### src/rtl/pong_timing_pkg.sv
// Shared horizontal/vertical timing constants and count type for the Pong video chain.
// The V-side values are held here for the vertical counter that consumes VCLK_EN.
package pong_timing_pkg;
   localparam int H_TOTAL_DEF      = 455;
   localparam int H_BLANK_END_DEF  = 80;
   localparam int H_SYNC_START_DEF = 32;
   localparam int H_SYNC_END_DEF   = 64;

   localparam int V_TOTAL_DEF      = 262;
   localparam int V_BLANK_END_DEF  = 16;
   localparam int V_SYNC_START_DEF = 4;
   localparam int V_SYNC_END_DEF   = 8;

   typedef logic [8:0] hcount_t;

   // Wrap is a compare against the last count, never a power-of-two modulo.
   function automatic hcount_t hcount_next(input hcount_t h, input hcount_t h_last);
      return (h == h_last) ? hcount_t'(0) : h + 9'd1;
   endfunction
endpackage

### src/rtl/sync_counter4.sv
// Synchronous SN7493 replacement: 4-bit up-counter, enable, sync clear, carry-out.
// Count updates on the clock edge; carry-out is combinational (en & q==15) for chaining.
module sync_counter4 (
   input  logic       i_clk,
   input  logic       i_rst_n,
   input  logic       i_en,
   input  logic       i_clr,
   output logic [3:0] o_q,
   output logic       o_co
);
   logic [3:0] r_q;

   always_ff @(posedge i_clk) begin
      if (!i_rst_n) begin
         r_q <= 4'd0;
      end else if (i_clr) begin
         r_q <= 4'd0;
      end else if (i_en) begin
         r_q <= r_q + 4'd1;
      end
   end

   assign o_q  = r_q;
   assign o_co = i_en & (r_q == 4'hF);
endmodule

### src/rtl/pong_hcounter.sv
// Pong horizontal timing chain: H count, reset/blank/sync flags and line tick; optional LINE_COUNT via PONG_HCOUNTER_LINE_COUNT_EN.
// Zero latency: H and every flag update on the same CLK_DRV edge; VCLK_EN is a single-cycle pulse on the wrap edge.
// No backpressure: advances only on CLK_EN, holds otherwise.
module pong_hcounter
   import pong_timing_pkg::*;
#(
   parameter int H_TOTAL      = H_TOTAL_DEF,
   parameter int H_BLANK_END  = H_BLANK_END_DEF,
   parameter int H_SYNC_START = H_SYNC_START_DEF,
   parameter int H_SYNC_END   = H_SYNC_END_DEF
) (
   input  logic       i_clk_drv,
   input  logic       i_rst_n,
   input  logic       i_clk_en,
   output logic [8:0] o_h,
   output logic       o_hreset,
   output logic       o_hreset_n,
   output logic       o_hblank,
   output logic       o_hblank_n,
   output logic       o_hsync,
   output logic       o_hsync_n,
   output logic       o_vclk_en
`ifdef PONG_HCOUNTER_LINE_COUNT_EN
   ,
   output logic [15:0] o_line_count
`endif
);
   if (!(H_SYNC_START < H_SYNC_END && H_SYNC_END <= H_BLANK_END &&
         H_BLANK_END < H_TOTAL && H_TOTAL <= 512)) begin : g_bad_params
      $error("pong_hcounter: illegal horizontal timing parameters");
   end

   localparam hcount_t LP_H_LAST     = hcount_t'(H_TOTAL - 1);
   localparam hcount_t LP_BLANK_END  = hcount_t'(H_BLANK_END);
   localparam hcount_t LP_SYNC_START = hcount_t'(H_SYNC_START);
   localparam hcount_t LP_SYNC_END   = hcount_t'(H_SYNC_END);

   logic [3:0] w_q_lo;
   logic [3:0] w_q_hi;
   logic       w_co_lo;
   logic       w_co_hi;
   logic       r_h256;
   hcount_t    w_h;
   hcount_t    w_h_next;
   logic       w_wrap;
   logic       w_clr;

   assign w_h    = {r_h256, w_q_hi, w_q_lo};
   assign w_wrap = (w_h == LP_H_LAST);
   assign w_clr  = i_clk_en & w_wrap;

   // 1H..8H and 16H..128H, chained by carry instead of ripple clocking.
   sync_counter4 u_cnt_lo (
      .i_clk   (i_clk_drv),
      .i_rst_n (i_rst_n),
      .i_en    (i_clk_en),
      .i_clr   (w_clr),
      .o_q     (w_q_lo),
      .o_co    (w_co_lo)
   );

   sync_counter4 u_cnt_hi (
      .i_clk   (i_clk_drv),
      .i_rst_n (i_rst_n),
      .i_en    (w_co_lo),
      .i_clr   (w_clr),
      .o_q     (w_q_hi),
      .o_co    (w_co_hi)
   );

   always_ff @(posedge i_clk_drv) begin
      if (!i_rst_n) begin
         r_h256 <= 1'b0;
      end else if (w_clr) begin
         r_h256 <= 1'b0;
      end else if (w_co_hi) begin
         r_h256 <= ~r_h256;
      end
   end

   // Flags are decoded from the value H is about to take so they land on the same edge.
   assign w_h_next = i_clk_en ? hcount_next(w_h, LP_H_LAST) : w_h;

   logic w_hreset_nx;
   logic w_hblank_nx;
   logic w_hsync_nx;

   assign w_hreset_nx = (w_h_next == LP_H_LAST);
   assign w_hblank_nx = (w_h_next < LP_BLANK_END);
   assign w_hsync_nx  = (w_h_next >= LP_SYNC_START) && (w_h_next < LP_SYNC_END);

   logic r_hreset;
   logic r_hreset_n;
   logic r_hblank;
   logic r_hblank_n;
   logic r_hsync;
   logic r_hsync_n;
   logic r_vclk_en;

   always_ff @(posedge i_clk_drv) begin
      if (!i_rst_n) begin
         r_hreset   <= 1'b0;
         r_hreset_n <= 1'b1;
         r_hblank   <= 1'b1;
         r_hblank_n <= 1'b0;
         r_hsync    <= 1'b0;
         r_hsync_n  <= 1'b1;
         r_vclk_en  <= 1'b0;
      end else begin
         r_hreset   <= w_hreset_nx;
         r_hreset_n <= ~w_hreset_nx;
         r_hblank   <= w_hblank_nx;
         r_hblank_n <= ~w_hblank_nx;
         r_hsync    <= w_hsync_nx;
         r_hsync_n  <= ~w_hsync_nx;
         r_vclk_en  <= w_clr;
      end
   end

   assign o_h        = w_h;
   assign o_hreset   = r_hreset;
   assign o_hreset_n = r_hreset_n;
   assign o_hblank   = r_hblank;
   assign o_hblank_n = r_hblank_n;
   assign o_hsync    = r_hsync;
   assign o_hsync_n  = r_hsync_n;
   assign o_vclk_en  = r_vclk_en;

`ifdef PONG_HCOUNTER_LINE_COUNT_EN
   logic [15:0] r_line_count;

   always_ff @(posedge i_clk_drv) begin
      if (!i_rst_n) begin
         r_line_count <= 16'd0;
      end else if (w_clr) begin
         r_line_count <= r_line_count + 16'd1;
      end
   end

   assign o_line_count = r_line_count;
`endif
endmodule

### config.mk
export PLATFORM = sky130hd
export DESIGN_NAME = pong_hcounter
export DESIGN_NICKNAME = d
export VERILOG_FILES = /design/src/rtl/pong_timing_pkg.sv /design/src/rtl/sync_counter4.sv /design/src/rtl/pong_hcounter.sv
export SDC_FILE = /design/constraint.sdc
export NUM_CORES = 1
export LEC_CHECK = 0
export CORE_MARGIN = 2
export CORE_UTILIZATION = 54
export CTS_CLUSTER_DIAMETER = 200
export DETAILED_ROUTE_END_ITERATION = 16
export PLACE_DENSITY = 0.83
export RECOVER_POWER = 100
export SYNTH_ARGS = -nofsm -noshare
export SYNTH_HDL_FRONTEND = slang
export SYNTH_HIERARCHICAL = 1
export SYNTH_SLANG_ARGS = --single-unit
### constraint.sdc
create_clock -name i_clk_drv -period 4 [get_ports i_clk_drv]
set_input_delay 0.8 -clock i_clk_drv [delete_from_list [all_inputs] [get_ports i_clk_drv]]
set_output_delay 0.8 -clock i_clk_drv [all_outputs]
set_load 0.01 [all_outputs]
==> results of run 1 <==
## layout make-up
cell class              instances  area share
multi-input cells              84      0.5110
flip-flops and latches         16      0.2686
repair buffers                 18      0.1511
clock buffers                   4     0.03043
well taps                      25     0.02623
inverters                       4     0.01259
## routing by layer
layer  global-route usage  up-vias
met4              0.05143        0
met3              0.05882        4
met5                    0        -
met1               0.2689      416
li1                     -      455
met2               0.3583       35
## layout by cell type (no fill, tap or decap), types with 2 or more instances in the layout
| cell | n |
|---|---|
| dlygate4sd3_1 | 17 |
| dfxtp_1 | 16 |
| nand2_1 | 6 |
| nand4_1 | 6 |
| nand3_1 | 5 |
| nor2_1 | 5 |
| inv_1 | 4 |
| nor3_1 | 4 |
| ha_1 | 4 |
| nand3b_1 | 4 |
| mux2i_1 | 4 |
| o21ai_0 | 3 |
| and4_1 | 3 |
| xnor2_1 | 3 |
| clkbuf_4 | 3 |
| and3_1 | 2 |
| and4_2 | 2 |
| a31oi_1 | 2 |
| nor3b_1 | 2 |
| or4_1 | 2 |
| a311o_1 | 2 |
| or2b_1 | 2 |
| or3b_1 | 2 |
| a21bo_2 | 2 |
| a21oi_1 | 2 |
## registers in the layout, indices dropped and copies added (netlist names)
name and cells:
o_hblank 1, u_cnt_hi/o_q 4, o_hreset_n 1, o_hsync 1, r_h256 1, o_hblank_n 1, o_hsync_n 1, u_cnt_lo/o_q 4
o_hreset 1, o_vclk_en 1
## power groups by stage
stage | Combinational [W] | Sequential (W) | Clock [W]
global route | 0.0000293 | 0.000168 | 0.000115
floorplan | 0.0000159 | 0.000171 | 0
finish | 0.0000257 | 0.000167 | 0.000104
detailed placement | 0.0000264 | 0.000171 | 0
global placement | 0.0000257 | 0.000171 | 0
CTS | 0.0000267 | 0.000167 | 0.000107
## kinds of logic (layout without fill, tap and decap cells)
family | count (synthesis) | in the layout
and+or+nand+nor | 53 | 53
AOI/OAI and AO/OA | 18 | 18
DFF | 16 | 16
buffers and inverters | 10 | 26
muxes | 5 | 5
adders and majority gates | 4 | 4
xor gates and xnor gates | 4 | 4
## stage by stage
| step | instance area [um2] | utilization |
|---|---|---|
| final | 1192 | 0.6982 |
| after global routing | 1192 | 0.6982 |
| after CTS | 1194 | 0.6989 |
| after detailed placement | 1157 | 0.6777 |
| after global placement | 1157 | 0.6777 |
| after floorplan | 977.2 | - |
## worst min-delay path by stage
stage                     from               to  slack (ns)  depth (start not counted)
2_1_floorplan           r_h256         o_hreset        0.56                          2
3_3_place_gp            r_h256         o_hreset        0.62                          2
3_5_place_dp   u_cnt_hi/o_q[3]  u_cnt_hi/o_q[3]        0.64                          2
4_1_cts        u_cnt_lo/o_q[1]  u_cnt_lo/o_q[1]        0.66                          2
5_1_grt                 r_h256         o_hreset        0.70                          2
6_report       u_cnt_lo/o_q[1]  u_cnt_lo/o_q[1]        0.64                          2
## critical path, cell delays in order
cell and delay, ns:
dlygate4sd3_1 0.82, and2_0 0.33, nor3b_1 0.24, o311ai_0 0.18
or4_1 0.53
==> flow_metrics.tcl, run 1 <==
set metrics [dict create \
    status "finished clean" \
    synth.most_common_cell "dfxtp_1" \
    hold_buffers 0 \
    cp-end-kind "register" \
    tightest_slew_ns 0.4725 \
    timing.rr.end "o_hreset_n" \
    endpoint "o_hreset_n" \
    critPathMaxFanout 15 \
    synth_area_per_cell_um2 8.884 \
    hold_class "reg -> reg" \
    synth_area_um2 977.2 \
    vias 910 \
    antenna_found_initial 0 \
    setup_slack_ns 1.263 \
    synth_top_flop_cell "dfxtp_1" \
    area_growth_pct 22.02 \
    drt_iter0_drc 25 \
    rows 15 \
    hold_violations 0 \
    ys_ff_latch 16 \
    wl_met1_um 902 \
    grt_pass1_vias 713 \
    cp_data_required_time_ns 4.16 \
    grt_max_degree 16 \
    pwr-share-clk 0.351 \
    post-route-min-period_ns 2.737 \
    synth_xor_area_frac 0.03585 \
    postCtsSetupBuffers 0 \
    tns_ns 0 \
    r2r-start "u_cnt_lo/o_q[0]" \
    synthMuxAreaShare 0.05250 \
    cts.sinks 16 \
    pin_count 19 \
    max_freq_mhz 365.4 \
    cts_tree "built" \
    core_area_um2 1708 \
    dpl.cell_count 147 \
    n_antenna_cell 0 \
    setup_viol 0 \
    synth_edf_count 0 \
    grt_first_pass_wirelength_um 3291 \
    synth_cells 110 \
    nFillCells 141 \
    met3WireLength_um 112 \
    crit_path_start "i_clk_en" \
    vdd_drop_max_v 0.0002224 \
    totalWireLength_um 2062 \
    htree_levels 1 \
    switching_share 0.2271 \
    yosys.area_share.simple 0.3483 \
    wl_per_cell_um 13.66 \
    synth-async-reset-ratio 0 \
    drt_pre_antenna_iters 4 \
    overflow 0 \
    synth_top_family_by_area "simple AND/OR/NAND/NOR gates" \
    synthTopCellsByArea "dfxtp_1, ha_1, mux2i_1" \
    p_leak_nw 0.4615 \
    drive_gt1_frac 0.08730 \
    syn_nets 117 \
    clk_path_buf_depth 2 \
    yosys.area.top_type "dfxtp_1" \
    layoutNonFillerInstCount 151 \
    slew_headroom 0.6846 \
    combPwrFrac 0.087 \
    rsz0062_at_grt "no" \
    power_frac_seq 0.562 \
    netlist.area_leader.share 0.3278 \
    clock_skew_ns 0.005519 \
    r2r.worst_path.cells 5 \
    cts_root_buf "clkbuf_4" \
    finalCritPeriodShare 0.6842 \
    multi_input_area_um2 609.3 \
    cts-resized-gates 0 \
    place_ws_ns 1.087 \
    fp.dieH_um 46.54 \
    die_w_um 46.54 \
    synth_compound_area_frac 0.1370 \
    ys_top_cells_by_count "dfxtp_1, nand2_1, nand4_1, nand3_1, nor2_1" \
    finalMaxSlewViolations 0 \
    routabilityCongestion 0.7937 \
    ys_types 44 \
    synth_fa_ha_area_frac 0.05122 \
    power.total_w 0.0002966 \
    worst_ep_arrival_time_ns 2.90 \
    grt.total_usage 0.2138 \
    antenna_left 0 \
    regArea_um2 320.3 \
    clock_latency_ns 0.29 \
    viasPerCell 6.026 \
    drc_errors 0 \
    wl_met2_um 1024 \
    die_area_um2 2166 \
    r2r_slack_ns 1.86 \
    yosysWarnings 6 \
    power_switching_w 0.00006736 \
    nets 134 \
    crit_type "in -> reg" \
    portBuffers 18 \
    whs_ns 0.6425 \
    dp_hpwl_um 1506 \
    yosysSeqAreaShare 0.3278 \
    dr.max_layer_used "met4" \
    cap_violations 0 \
    path_clk_slew_ns 0.09 \
    crit_path_start_kind "primary input" \
    internal-power_w 0.0002292 \
    power.density_nw_per_um2 248.7 \
    cts_buffers 3 \
    start_util 0.5722 \
]
No activity file was read; power rests on OpenSTA's default activity.
==> run 2: changes to the inputs <==
--- a/config.mk
+++ b/config.mk
@@ -6,10 +6,10 @@
 export NUM_CORES = 1
 export LEC_CHECK = 0
 export CORE_MARGIN = 2
-export CORE_UTILIZATION = 54
+export CORE_UTILIZATION = 45
 export CTS_CLUSTER_DIAMETER = 200
 export DETAILED_ROUTE_END_ITERATION = 16
-export PLACE_DENSITY = 0.83
+export PLACE_DENSITY = 0.74
 export RECOVER_POWER = 100
 export SYNTH_ARGS = -nofsm -noshare
 export SYNTH_HDL_FRONTEND = slang
==> constraint.sdc (replaced) <==
create_clock -name i_clk_drv -period 2.4 [get_ports i_clk_drv]
set_input_delay 0.48 -clock i_clk_drv [delete_from_list [all_inputs] [get_ports i_clk_drv]]
set_output_delay 0.48 -clock i_clk_drv [all_outputs]
set_load 0.01 [all_outputs]
==> flow_metrics.tcl, run 2 (synthesized netlist as in run 1, its figures left out) <==
set metrics [dict create \
    drt_pre_antenna_iters 4 \
    nets 138 \
    vdd_drop_max_v 0.0003131 \
    postCtsSetupBuffers 0 \
    max_freq_mhz 469.7 \
    status "finished clean" \
    post-route-min-period_ns 2.129 \
    fp.dieH_um 50.60 \
    antenna_left 0 \
    cts_buffers 3 \
    finalMaxSlewViolations 0 \
    portBuffers 18 \
    drc_errors 0 \
    overflow 0 \
    setup_viol 0 \
    antenna_found_initial 0 \
    n_antenna_cell 0 \
    vias 937 \
    wl_per_cell_um 13.28 \
    critPathMaxFanout 10 \
    tns_ns 0 \
    cts_tree "built" \
    grt_first_pass_wirelength_um 3684 \
    most-common-layout-cells "dfxtp_1, dlygate4sd3_1, nand2_1, nand4_1" \
    r2r_slack_ns 0.27 \
    grt.total_usage 0.1877 \
    cp-end-kind "register" \
    area_growth_pct 24.84 \
    crit_type "reg -> reg" \
    routabilityCongestion 0.8345 \
    finalCritPeriodShare 0.8871 \
    totalWireLength_um 2085 \
    clock_latency_ns 0.28 \
    drt_iter0_drc 10 \
    hp-start "r_h256" \
    cts.sinks 16 \
    cts-resized-gates 0 \
    pin_count 19 \
    crit_path_start_kind "register" \
    core_area_um2 2002 \
    die_w_um 50.60 \
    nFillCells 193 \
    cp_data_required_time_ns 2.57 \
    hold_buffers 0 \
    p_leak_nw 0.4807 \
    tightest_slew_ns 0.6659 \
    regArea_um2 320.3 \
    path_clk_slew_ns 0.09 \
    grt_max_degree 15 \
    drive_gt1_frac 0.1154 \
    clock_skew_ns 0.001466 \
    power.density_nw_per_um2 408.2 \
    rsz0062_at_grt "no" \
    start_util 0.4881 \
    dp_hpwl_um 1584 \
    r2r-start "u_cnt_lo/o_q[1]" \
    grt_pass1_vias 856 \
    htree_levels 1 \
    power.total_w 0.0004980 \
    hold_class "reg -> reg" \
    viasPerCell 5.968 \
    hold_violations 0 \
    rows 16 \
    cts_root_buf "clkbuf_4" \
    clk_path_buf_depth 2 \
    crit_path_start "u_cnt_lo/o_q[1]" \
    slew_headroom 0.5498 \
    worst_ep_arrival_time_ns 2.30 \
    multi_input_area_um2 604.3 \
    cap_violations 0 \
    die_area_um2 2560 \
]
==> run 2: routing by layer <==
layer,vias to the layer above,global-route usage,wire [um]
li1,465,-,-
met1,446,0.2159,896
met2,26,0.3399,1076
met3,0,0.07143,112
met4,0,0.01802,0
met5,-,0,0
==> run 2: final timing paths <==
path                endpoint  cells past startpoint
setup / recovery  o_hreset_n                      5
hold / removal      o_hreset                      2
setup reg to reg  o_hreset_n                      5
hold reg to reg     o_hreset                      2
==> run 2: power breakdown <==
group | leakage, nW | switching [W] | total [W] | internal [W]
combinational | 0.330 | 0.0000273 | 0.0000514 | 0.0000242
sequential | 0.129 | 0.00000534 | 0.000274 | 0.000269
clock | 0.0210 | 0.0000800 | 0.000172 | 0.0000924
==> run 2: cell type report <==
cell class	count	area share
multi-input cells	84	0.4954
flip-flops and latches	16	0.2626
repair buffers	22	0.1723
clock buffers	4	0.02974
well taps	27	0.02769
inverters	4	0.01231
==> run 2: stage by stage <==
stage | cell area [um2] | hold slack [ns] | utilization | instances | setup slack [ns]
3_3_place_gp | 1190 | 0.6192 | 0.5944 | 153 | 0.1264
6_report | 1220 | 0.6304 | 0.6094 | 157 | 0.2710
2_1_floorplan | 977.2 | 0.5539 | - | 110 | 0.3705
5_1_grt | 1220 | 0.6761 | 0.6094 | 157 | 0.07622
4_1_cts | 1226 | 0.6325 | 0.6125 | 157 | 0.2661
3_5_place_dp | 1190 | 0.6203 | 0.5944 | 153 | 0.09786
==> run 2: worst max-delay path, stage by stage (launching register included) <==
cell,delay (ns)
dfxtp_1,0.50
ha_1,0.31
nand4_1,0.16
or4_1,0.43
a22o_1,0.23
or4_1,0.38
